--- src/rtl/seg7_pkg.sv ---
// Shared constants and helpers for 7-segment display capture.
// Segment bit order is seg[6]=a ... seg[0]=g, active-high.
package seg7_pkg;

    localparam logic [6:0] SEG_BLANK = 7'h00;
    localparam logic [6:0] SEG_DIG_0 = 7'h7E;
    localparam logic [6:0] SEG_DIG_1 = 7'h30;
    localparam logic [6:0] SEG_DIG_2 = 7'h6D;
    localparam logic [6:0] SEG_DIG_3 = 7'h79;
    localparam logic [6:0] SEG_DIG_4 = 7'h33;
    localparam logic [6:0] SEG_DIG_5 = 7'h5B;
    localparam logic [6:0] SEG_DIG_6 = 7'h5F;
    localparam logic [6:0] SEG_DIG_7 = 7'h70;
    localparam logic [6:0] SEG_DIG_8 = 7'h7F;
    localparam logic [6:0] SEG_DIG_9 = 7'h7B;

    // Log entry layout: {err, led, value[6:0]}
    localparam int ENTRY_W = 9;

    // Returns {err, digit}. Blank decodes to 0 only where blanking is legal.
    function automatic logic [4:0] seg_decode(
        input logic [6:0] seg,
        input logic       blank_ok
    );
        logic [4:0] r;
        r = 5'h10;
        case (seg)
            SEG_DIG_0: r = 5'h00;
            SEG_DIG_1: r = 5'h01;
            SEG_DIG_2: r = 5'h02;
            SEG_DIG_3: r = 5'h03;
            SEG_DIG_4: r = 5'h04;
            SEG_DIG_5: r = 5'h05;
            SEG_DIG_6: r = 5'h06;
            SEG_DIG_7: r = 5'h07;
            SEG_DIG_8: r = 5'h08;
            SEG_DIG_9: r = 5'h09;
            SEG_BLANK: r = blank_ok ? 5'h00 : 5'h10;
            default:   r = 5'h10;
        endcase
        return r;
    endfunction

endpackage

--- src/rtl/sync_fifo.sv ---
// Show-ahead synchronous FIFO with occupancy count.
// A push while full is accepted only if a pop happens on the same edge.
module sync_fifo #(
    parameter int WIDTH = 9,
    parameter int DEPTH = 8
) (
    input  logic                   clk,
    input  logic                   rst,
    input  logic                   push_i,
    input  logic [WIDTH-1:0]       data_i,
    input  logic                   pop_i,
    output logic [WIDTH-1:0]       data_o,
    output logic                   empty_o,
    output logic                   full_o,
    output logic [$clog2(DEPTH):0] level_o
);

    localparam int AW = $clog2(DEPTH);

    logic [WIDTH-1:0] mem_q [DEPTH];
    logic [AW-1:0]    wr_q, wr_d;
    logic [AW-1:0]    rd_q, rd_d;
    logic [AW:0]      lvl_q, lvl_d;
    logic             do_push;
    logic             do_pop;

    assign empty_o = (lvl_q == '0);
    assign full_o  = (lvl_q == (AW+1)'(DEPTH));
    assign level_o = lvl_q;
    assign data_o  = empty_o ? '0 : mem_q[rd_q];

    assign do_pop  = pop_i && !empty_o;
    assign do_push = push_i && (!full_o || do_pop);

    // Pointer and occupancy next-state
    always_comb begin
        wr_d  = wr_q;
        rd_d  = rd_q;
        lvl_d = lvl_q;
        if (do_push) begin
            wr_d = wr_q + 1'b1;
        end
        if (do_pop) begin
            rd_d = rd_q + 1'b1;
        end
        if (do_push && !do_pop) begin
            lvl_d = lvl_q + 1'b1;
        end else if (do_pop && !do_push) begin
            lvl_d = lvl_q - 1'b1;
        end
    end

    // Pointer and occupancy registers
    always_ff @(posedge clk or posedge rst) begin
        if (rst) begin
            wr_q  <= '0;
            rd_q  <= '0;
            lvl_q <= '0;
        end else begin
            wr_q  <= wr_d;
            rd_q  <= rd_d;
            lvl_q <= lvl_d;
        end
    end

    // Entry storage
    always_ff @(posedge clk or posedge rst) begin
        if (rst) begin
            for (int i = 0; i < DEPTH; i++) begin
                mem_q[i] <= '0;
            end
        end else if (do_push) begin
            mem_q[wr_q] <= data_i;
        end
    end

endmodule

--- src/rtl/seg7_output_capture.sv ---
// Samples the Tens/Ones/LED display, filters out transients and
// logs each newly stable display state into a drainable FIFO.
module seg7_output_capture
    import seg7_pkg::*;
#(
    parameter int STABLE_CYCLES = 4,
    parameter int FIFO_DEPTH    = 8
) (
    input  logic                        clk,
    input  logic                        Reset,
    input  logic [6:0]                  tens_seg,
    input  logic [6:0]                  ones_seg,
    input  logic                        led,
    input  logic                        out_ready,
    output logic                        out_valid,
    output logic [6:0]                  out_value,
    output logic                        out_led,
    output logic                        out_err,
    output logic                        overflow,
    output logic [$clog2(FIFO_DEPTH):0] level
);

    localparam int CW = (STABLE_CYCLES > 1) ? $clog2(STABLE_CYCLES) : 1;
    localparam logic [CW-1:0] CNT_MAX = CW'(STABLE_CYCLES - 1);

    logic [14:0]        smp_q, smp_d;
    logic               smp_vld_q, smp_vld_d;
    logic [14:0]        cand_q, cand_d;
    logic               cand_vld_q, cand_vld_d;
    logic [CW-1:0]      cnt_q, cnt_d;
    logic [14:0]        last_q, last_d;
    logic               last_vld_q, last_vld_d;
    logic               ovf_q, ovf_d;

    logic               commit;
    logic [4:0]         tens_dec;
    logic [4:0]         ones_dec;
    logic               dec_err;
    logic [6:0]         dec_val;
    logic [ENTRY_W-1:0] entry;
    logic [ENTRY_W-1:0] head;
    logic               fifo_empty;
    logic               fifo_full;
    logic               pop;

    assign smp_d     = {tens_seg, ones_seg, led};
    assign smp_vld_d = 1'b1;

    assign commit = smp_vld_q && cand_vld_q
                 && (smp_q == cand_q)
                 && (cnt_q == CNT_MAX)
                 && (!last_vld_q || (cand_q != last_q));

    assign tens_dec = seg_decode(cand_q[14:8], 1'b1);
    assign ones_dec = seg_decode(cand_q[7:1], 1'b0);
    assign dec_err  = tens_dec[4] | ones_dec[4];
    assign dec_val  = dec_err ? 7'd0
                    : ({3'b0, tens_dec[3:0]} * 7'd10)
                      + {3'b0, ones_dec[3:0]};
    assign entry    = {dec_err, cand_q[0], dec_val};

    assign pop   = out_valid && out_ready;
    assign ovf_d = ovf_q | (commit && fifo_full && !pop);

    // Stability filter and last-committed tracking
    always_comb begin
        cand_d     = cand_q;
        cand_vld_d = cand_vld_q;
        cnt_d      = cnt_q;
        last_d     = last_q;
        last_vld_d = last_vld_q;
        if (smp_vld_q) begin
            if (!cand_vld_q || (smp_q != cand_q)) begin
                cand_d     = smp_q;
                cand_vld_d = 1'b1;
                cnt_d      = '0;
            end else if (cnt_q < CNT_MAX) begin
                cnt_d = cnt_q + 1'b1;
            end
        end
        if (commit) begin
            last_d     = cand_q;
            last_vld_d = 1'b1;
        end
    end

    // Sample, filter and sticky overflow registers
    always_ff @(posedge clk or posedge Reset) begin
        if (Reset) begin
            smp_q      <= '0;
            smp_vld_q  <= 1'b0;
            cand_q     <= '0;
            cand_vld_q <= 1'b0;
            cnt_q      <= '0;
            last_q     <= '0;
            last_vld_q <= 1'b0;
            ovf_q      <= 1'b0;
        end else begin
            smp_q      <= smp_d;
            smp_vld_q  <= smp_vld_d;
            cand_q     <= cand_d;
            cand_vld_q <= cand_vld_d;
            cnt_q      <= cnt_d;
            last_q     <= last_d;
            last_vld_q <= last_vld_d;
            ovf_q      <= ovf_d;
        end
    end

    sync_fifo #(
        .WIDTH (ENTRY_W),
        .DEPTH (FIFO_DEPTH)
    ) u_fifo (
        .clk     (clk),
        .rst     (Reset),
        .push_i  (commit),
        .data_i  (entry),
        .pop_i   (out_ready),
        .data_o  (head),
        .empty_o (fifo_empty),
        .full_o  (fifo_full),
        .level_o (level)
    );

    assign out_valid = !fifo_empty;
    assign out_err   = head[8];
    assign out_led   = head[7];
    assign out_value = head[6:0];
    assign overflow  = ovf_q;

endmodule

--- config.mk ---
export PLATFORM = sky130hd
export DESIGN_NAME = seg7_output_capture
export DESIGN_NICKNAME = d
export VERILOG_FILES = /design/src/rtl/seg7_pkg.sv /design/src/rtl/sync_fifo.sv /design/src/rtl/seg7_output_capture.sv
export SDC_FILE = /design/constraint.sdc
export NUM_CORES = 1
export LEC_CHECK = 0
export CAP_MARGIN = 20
export CORE_MARGIN = 10
export CORE_UTILIZATION = 65
export DETAILED_ROUTE_END_ITERATION = 8
export HOLD_SLACK_MARGIN = 0.03
export MAX_ROUTING_LAYER = met4
export PLACE_DENSITY = 0.85
export SLEW_MARGIN = 20
export SYNTH_ARGS = -nofsm -noshare
export SYNTH_HDL_FRONTEND = slang
export SYNTH_SLANG_ARGS = --single-unit
--- constraint.sdc ---
create_clock -name clk -period 11.7 [get_ports clk]
set_input_delay 2.34 -clock clk [delete_from_list [all_inputs] [get_ports clk]]
set_output_delay 2.34 -clock clk [all_outputs]
set_load 0.01 [all_outputs]
==> results.cfg, run 1 <==
[sta]
setup_viol = 0
post-route-min-period_ns = 5.12
tightest_slew_ns = 1.08
finalHoldViolCount = 0
period_share = 0.438
fin_setup_tns_ns = 0
grt_setup_unrepaired = no
drv_slew = 0
skew_ns = 0.0101
fmax_mhz = 195
maxSlewHeadroom = 0.274

[layout]
final_util = 0.779
num-nets-final = 593
multiInputGateArea_mm2 = 0.00313
n_antenna_cell = 0
syn_to_final_growth_pct = 15.4
seq_area_mm2 = 0.00333
final.fill_count = 599
layout-drive-gt1-share = 0.241

[grt]
antenna_found_initial = 0
grt_pass1_wl_mm = 23.8
grt_pass1_vias = 4622
grt_usage = 0.213
gr-total-overflow = 0
grt_max_degree = 84

[setup_path]
crit_path_start_kind = flip-flop
required_ns = 9.36
criticalPathCategory = reg2out
worst_ep_arrival_time_ns = 2.78
cp-end-kind = output pin
cp_max_fo = 20

[die]
fp.dieW_um = 121
num_rows = 36
core-area_mm2 = 0.00991
io_pins = 33
initial_utilization = 0.675
dieArea_mm2 = 0.0147
die_h_um = 121

[detailed_routing]
routedWlPerCell_um = 20.5
first_pass_iters = 4
drt-total-wl_mm = 14.5
via_count = 4313
ant_nets = 0
drt-initial-drc-count = 317
vias_per_cell = 6.11
drc = 0

[clock_network]
cts_setup_buffers = 0
cts_tree = yes
clk_latency_ns = 0.54
numCtsBuffers = 17
root_buffer = clkbuf_8
cts.sinks = 133
cts_max_level = 4
ctsResizeCount = 0
cts_buffer_depth = 2
cts_hold_buffers = 0
clk_pin_slew_ns = 0.06

[synthesis]
synth_edf_count = 0
async_reset_ff_frac = 1.00
synth_top_cell_area_share = 0.498
synth_warnings = 0
synth_top_area_cell = dfrtp_1
yosysUniqueCellTypes = 57
synth.net_count = 571
yosysSeqAreaShare = 0.498
synth_area_mm2 = 0.00669
syn_inst = 538
synth_seq_cells = 133
synth_area_per_cell_um2 = 12.4
yosys-top-cells-area = dfrtp_1 (50%), mux2_2 (12%), mux4_2 (6.1%)
synth_ff_type = dfrtp_1

[power]
leakage_nw = 3.50
power_density_mw_per_mm2 = 173
irDropWorstVdd_v = 0.000146

[hold_path]
hold_class = reg2reg

[placed_design]
gp_routability_congestion = 0.899
port_buffers = 32
place_hpwl_mm = 9.41

[status]
status = finished clean

[run]
maxCapViolations = 0
worst max-delay path, cell delays in order, from the launching register on:
cell and delay (ns):
dfrtp_1 1.00, mux4_2 0.44, mux2i_1 0.18, nor2_1 0.08, clkdlybuf4s50_1 0.54
state kept, by name, indices dropped and copies added (netlist names), 2 cells and up:
name	flops
smp_q	15
u_fifo.level_o	4
cnt_q	2
u_fifo.rd_q	3
cand_q	15
u_fifo.mem_q	72
last_q	15
u_fifo.wr_q	3
cell families (layout without fill, tap and decap cells):
group                    after synthesis  in the layout  share of synthesized area
multiplexers                         118            118                      0.227
AND/OR/NAND/NOR                      121            121                      0.100
AO/OA/AOI/OAI                         49             49                     0.0477
flip-flops                           133            133                      0.498
XOR/XNOR                              44             44                     0.0576
other                                  1              1                   0.000561
buffers and inverters                 57             92                     0.0382
adder cells (fa/ha/maj)               15             15                     0.0314
cells in the final DEF (no fill, tap or decap), types with 3 or more instances in the layout:
| cell type | count |
|---|---|
| a21o_1 | 4 |
| a21oi_1 | 6 |
| and3_1 | 3 |
| and3b_1 | 4 |
| buf_4 | 3 |
| bufinv_16 | 4 |
| clkbuf_16 | 16 |
| clkbuf_8 | 4 |
| clkdlybuf4s50_1 | 32 |
| clkinv_4 | 3 |
| dfrtp_1 | 133 |
| fa_1 | 3 |
| ha_1 | 12 |
| inv_1 | 23 |
| mux2_2 | 69 |
| mux2_4 | 4 |
| mux2i_1 | 25 |
| mux4_2 | 18 |
| nand2_1 | 35 |
| nand3_1 | 8 |
| nand3b_1 | 3 |
| nand4_1 | 16 |
| nor2_1 | 20 |
| nor2b_1 | 4 |
| nor3_1 | 6 |
| nor4_1 | 4 |
| o21ai_0 | 19 |
| o31ai_1 | 5 |
| xnor2_1 | 40 |
| xor2_1 | 4 |
per-layer routing:
metal | GRT usage | share of wire | up-vias
li1 | - | - | 1973
met1 | 0.255 | 0.42 | 2193
met2 | 0.343 | 0.50 | 128
met3 | 0.0558 | 0.057 | 19
met4 | 0.0760 | 0.015 | 0
met5 | - | 0 | -
stage by stage:
stage	cells	area [µm²]	setup slack (ns)	total power, W	hold slack [ns]
6_report	706	7720	6.58	0.00134	0.475
3_5_place_dp	673	7040	6.65	0.000772	0.466
2_1_floorplan	538	6690	5.81	0.000688	0.445
3_3_place_gp	673	7040	6.72	0.000761	0.457
4_1_cts	705	7670	6.56	0.00134	0.478
5_1_grt	706	7720	6.51	0.00139	0.509
area by class of cell:
class                           instances  area share
Sequential cell                       133       0.431
Multi-Input combinational cell        348       0.405
Clock buffer                           22      0.0600
Timing Repair Buffer                   36      0.0480
Clock inverter                         10      0.0221
Tap cell                              133      0.0216
Inverter                               24      0.0120
final timing paths:
kind                                             from                            end  slack (ns)  cells past startpoint
setup reg to reg                cand_q[9]$_DFFE_PP0P_  u_fifo.level_o[3]$_DFFE_PP0P_        7.90                     13
min in group asynchronous                       Reset          cand_q[3]$_DFFE_PP0P_        2.24                      2
setup / recovery           u_fifo.rd_q[1]$_DFFE_PP0P_                   out_value[1]        6.58                      4
max in group asynchronous                       Reset   u_fifo.mem_q[68]$_DFFE_PP0P_        8.34                      4
hold / removal                     overflow$_DFF_PP0_             overflow$_DFF_PP0_        0.47                      1
hold reg to reg                    overflow$_DFF_PP0_             overflow$_DFF_PP0_        0.47                      1
report_power, final:
part / leakage, nW / total, W / switching (W) / internal [W]
sequential: 1.68 / 0.000545 / 0.0000651 / 0.000480
clock: 0.302 / 0.000568 / 0.000203 / 0.000365
combinational: 1.52 / 0.000223 / 0.0000987 / 0.000125
total: 3.50 / 0.00134 / 0.000367 / 0.000970
cells in the mapped netlist, drive strengths merged (5+ instances only):
cell type / instances
inv: 24
ha: 12
o21ai: 19
mux4: 18
buf: 16
nand2: 35
clkbuf: 17
dfrtp: 133
nor3: 7
nor2: 20
a21oi: 6
mux2: 75
nand3: 9
xnor2: 40
o31ai: 5
nor4: 6
mux2i: 25
nand4: 17
(Power assumes the default switching activity.)
==> run 2: changes to the inputs <==
--- a/config.mk
+++ b/config.mk
@@ -7,11 +7,11 @@
 export LEC_CHECK = 0
 export CAP_MARGIN = 20
 export CORE_MARGIN = 10
-export CORE_UTILIZATION = 65
+export CORE_UTILIZATION = 55
 export DETAILED_ROUTE_END_ITERATION = 8
 export HOLD_SLACK_MARGIN = 0.03
 export MAX_ROUTING_LAYER = met4
-export PLACE_DENSITY = 0.85
+export PLACE_DENSITY = 0.77
 export SLEW_MARGIN = 20
 export SYNTH_ARGS = -nofsm -noshare
 export SYNTH_HDL_FRONTEND = slang
==> constraint.sdc (replaced) <==
create_clock -name clk -period 4.3 [get_ports clk]
set_input_delay 0.86 -clock clk [delete_from_list [all_inputs] [get_ports clk]]
set_output_delay 0.86 -clock clk [all_outputs]
set_load 0.01 [all_outputs]
==> run 2 against run 1 <==
  * Utilization is 13 points lower
  * Critical path depth is 9 higher
  * Register-to-register slack worse by 7.2 ns
  * Global-route usage is 2.9 points lower
  * Worst setup slack worse by 5.8 ns
  * Design area hardly changed
  * Sequential power grew to 2.7 times the previous value
  * Largest power group unchanged
==> results.cfg, run 2 (synthesis results as in run 1) <==
[status]
status = finished clean

[detailed_routing]
vias_per_cell = 5.91
drt-initial-drc-count = 288
via_count = 4258
wl_met1_mm = 6.14
ant_nets = 0
first_pass_iters = 6
drt-total-wl_mm = 14.1
routedWlPerCell_um = 19.5
drc = 0
highest_layer = met4
routed-wl-met2_mm = 7.06
routed-wl-met3_um = 495

[sta]
skew_ns = 0.00840
fin_setup_tns_ns = 0
tightest_slew_ns = 0.963
post-route-min-period_ns = 3.57
drv_slew = 0
setup_viol = 0
fmax_mhz = 280
period_share = 0.829
maxSlewHeadroom = 0.358
grt_setup_unrepaired = no
finalHoldViolCount = 0

[power]
total_power_w = 0.00358
leakage_nw = 3.49
irDropWorstVdd_v = 0.000313
power_density_mw_per_mm2 = 464

[placed_design]
place_hpwl_mm = 9.40
dp.cells = 692
port_buffers = 32
gp_routability_congestion = 0.949

[setup_path]
cp-end-kind = flip-flop
cp_max_fo = 13
max_stage_delay_ns = 0.67
criticalPathCategory = reg2reg
cp_top_family = simple AND/OR/NAND/NOR gates
required_ns = 4.60
critPathBufInv = 1
crit_chain = xnor2_1, nand4_1, or4_1, or3_1, nor2_1, ha_1, inv_1, ha_1, a21o_1, a21oi_1, xnor2_1, nor2_1, xor2_1
critPathSlowestCell = or4_1
crit_path_start_kind = flip-flop
worst_ep_arrival_time_ns = 3.86

[clock_network]
clk_pin_slew_ns = 0.05
numCtsBuffers = 17
clk_latency_ns = 0.42
root_buffer = clkbuf_16
cts.sinks = 133
cts_max_level = 4
cts_buffer_depth = 2
cts_setup_buffers = 0
cts_tree = yes
cts_hold_buffers = 0
ctsResizeCount = 0

[grt]
grt_max_degree = 134
grt_usage = 0.185
grt_pass1_vias = 4401
antenna_found_initial = 0
grt_pass1_wl_mm = 23.2
gr-total-overflow = 0

[die]
initial_utilization = 0.559
io_pins = 33
dieArea_mm2 = 0.0170
die_h_um = 130
core-area_mm2 = 0.0120
num_rows = 40
fp.dieW_um = 130

[layout]
final_common_cell = dfrtp_1
largest_reg_flops = 72
final_util = 0.645
layout-drive-gt1-share = 0.242
regMostFlops = u_fifo.mem_q
n_antenna_cell = 0
final.fill_count = 901
final_cell_mix = dfrtp_1 (133), mux2_2 (69), xnor2_1 (40)
num-nets-final = 597
syn_to_final_growth_pct = 15.3
layout.cells.non_filler = 721

[hold_path]
hold_class = reg2reg

[run]
maxCapViolations = 0
==> run 2: cell types whose count changed in the layout (fill, tap and decap cells not counted) <==
cell | previous run | this run
clkbuf_8 | 4 | 1
buf_4 | 3 | 7
nor4_2 | 0 | 1
buf_12 | 0 | 1
clkinvlp_4 | 2 | 3
clkbuf_16 | 16 | 17
nor3_2 | 0 | 1
nor3_4 | 1 | 0
buf_16 | 1 | 0
clkinv_4 | 3 | 0
nor4_4 | 2 | 1
inv_4 | 1 | 0
clkinv_2 | 0 | 2
==> run 2: area by class of cell <==
cell class	count	area, µm²	area share
Clock buffer	20	447	0.0579
Clock inverter	9	154	0.0200
Inverter	24	93.8	0.0122
Multi-Input combinational cell	348	3110	0.403
Sequential cell	133	3330	0.432
Tap cell	147	184	0.0239
Timing Repair Buffer	40	393	0.0510
==> run 2: per-stage QoR <==
stage                     worst slack (ns)  area (µm²)  hold WS, ns
after floorplan                       1.09        6690        0.445
after CTS                            0.726        7710        0.467
after global placement               0.791        7110        0.456
after global routing                 0.453        7710        0.504
final                                0.734        7710        0.459
after detailed placement             0.739        7110        0.451
==> run 2: final timing paths <==
kind,end,cells past startpoint,from,slack (ns)
worst max register to register,u_fifo.level_o[3]$_DFFE_PP0P_,13,cand_q[8]$_DFFE_PP0P_,0.73
max in group asynchronous,last_q[7]$_DFFE_PP0P_,3,Reset,2.78
worst min register to register,overflow$_DFF_PP0_,1,overflow$_DFF_PP0_,0.46
worst min-delay path,overflow$_DFF_PP0_,1,overflow$_DFF_PP0_,0.46
worst max-delay path,u_fifo.level_o[3]$_DFFE_PP0P_,13,cand_q[8]$_DFFE_PP0P_,0.73
min in group asynchronous,cand_q[8]$_DFFE_PP0P_,3,Reset,1.01
==> run 2: power by group <==
group	internal (W)	leakage, nW	switching (W)
clock network	0.000974	0.288	0.000520
registers	0.00131	1.68	0.000168
logic	0.000341	1.53	0.000265
total	0.00262	3.49	0.000952
==> run 2: routing by layer <==
metal  track usage  vias up
li1              -     1960
met1         0.218     2174
met2         0.297       99
met3        0.0377       25
met4        0.0913        0
met5             -        -
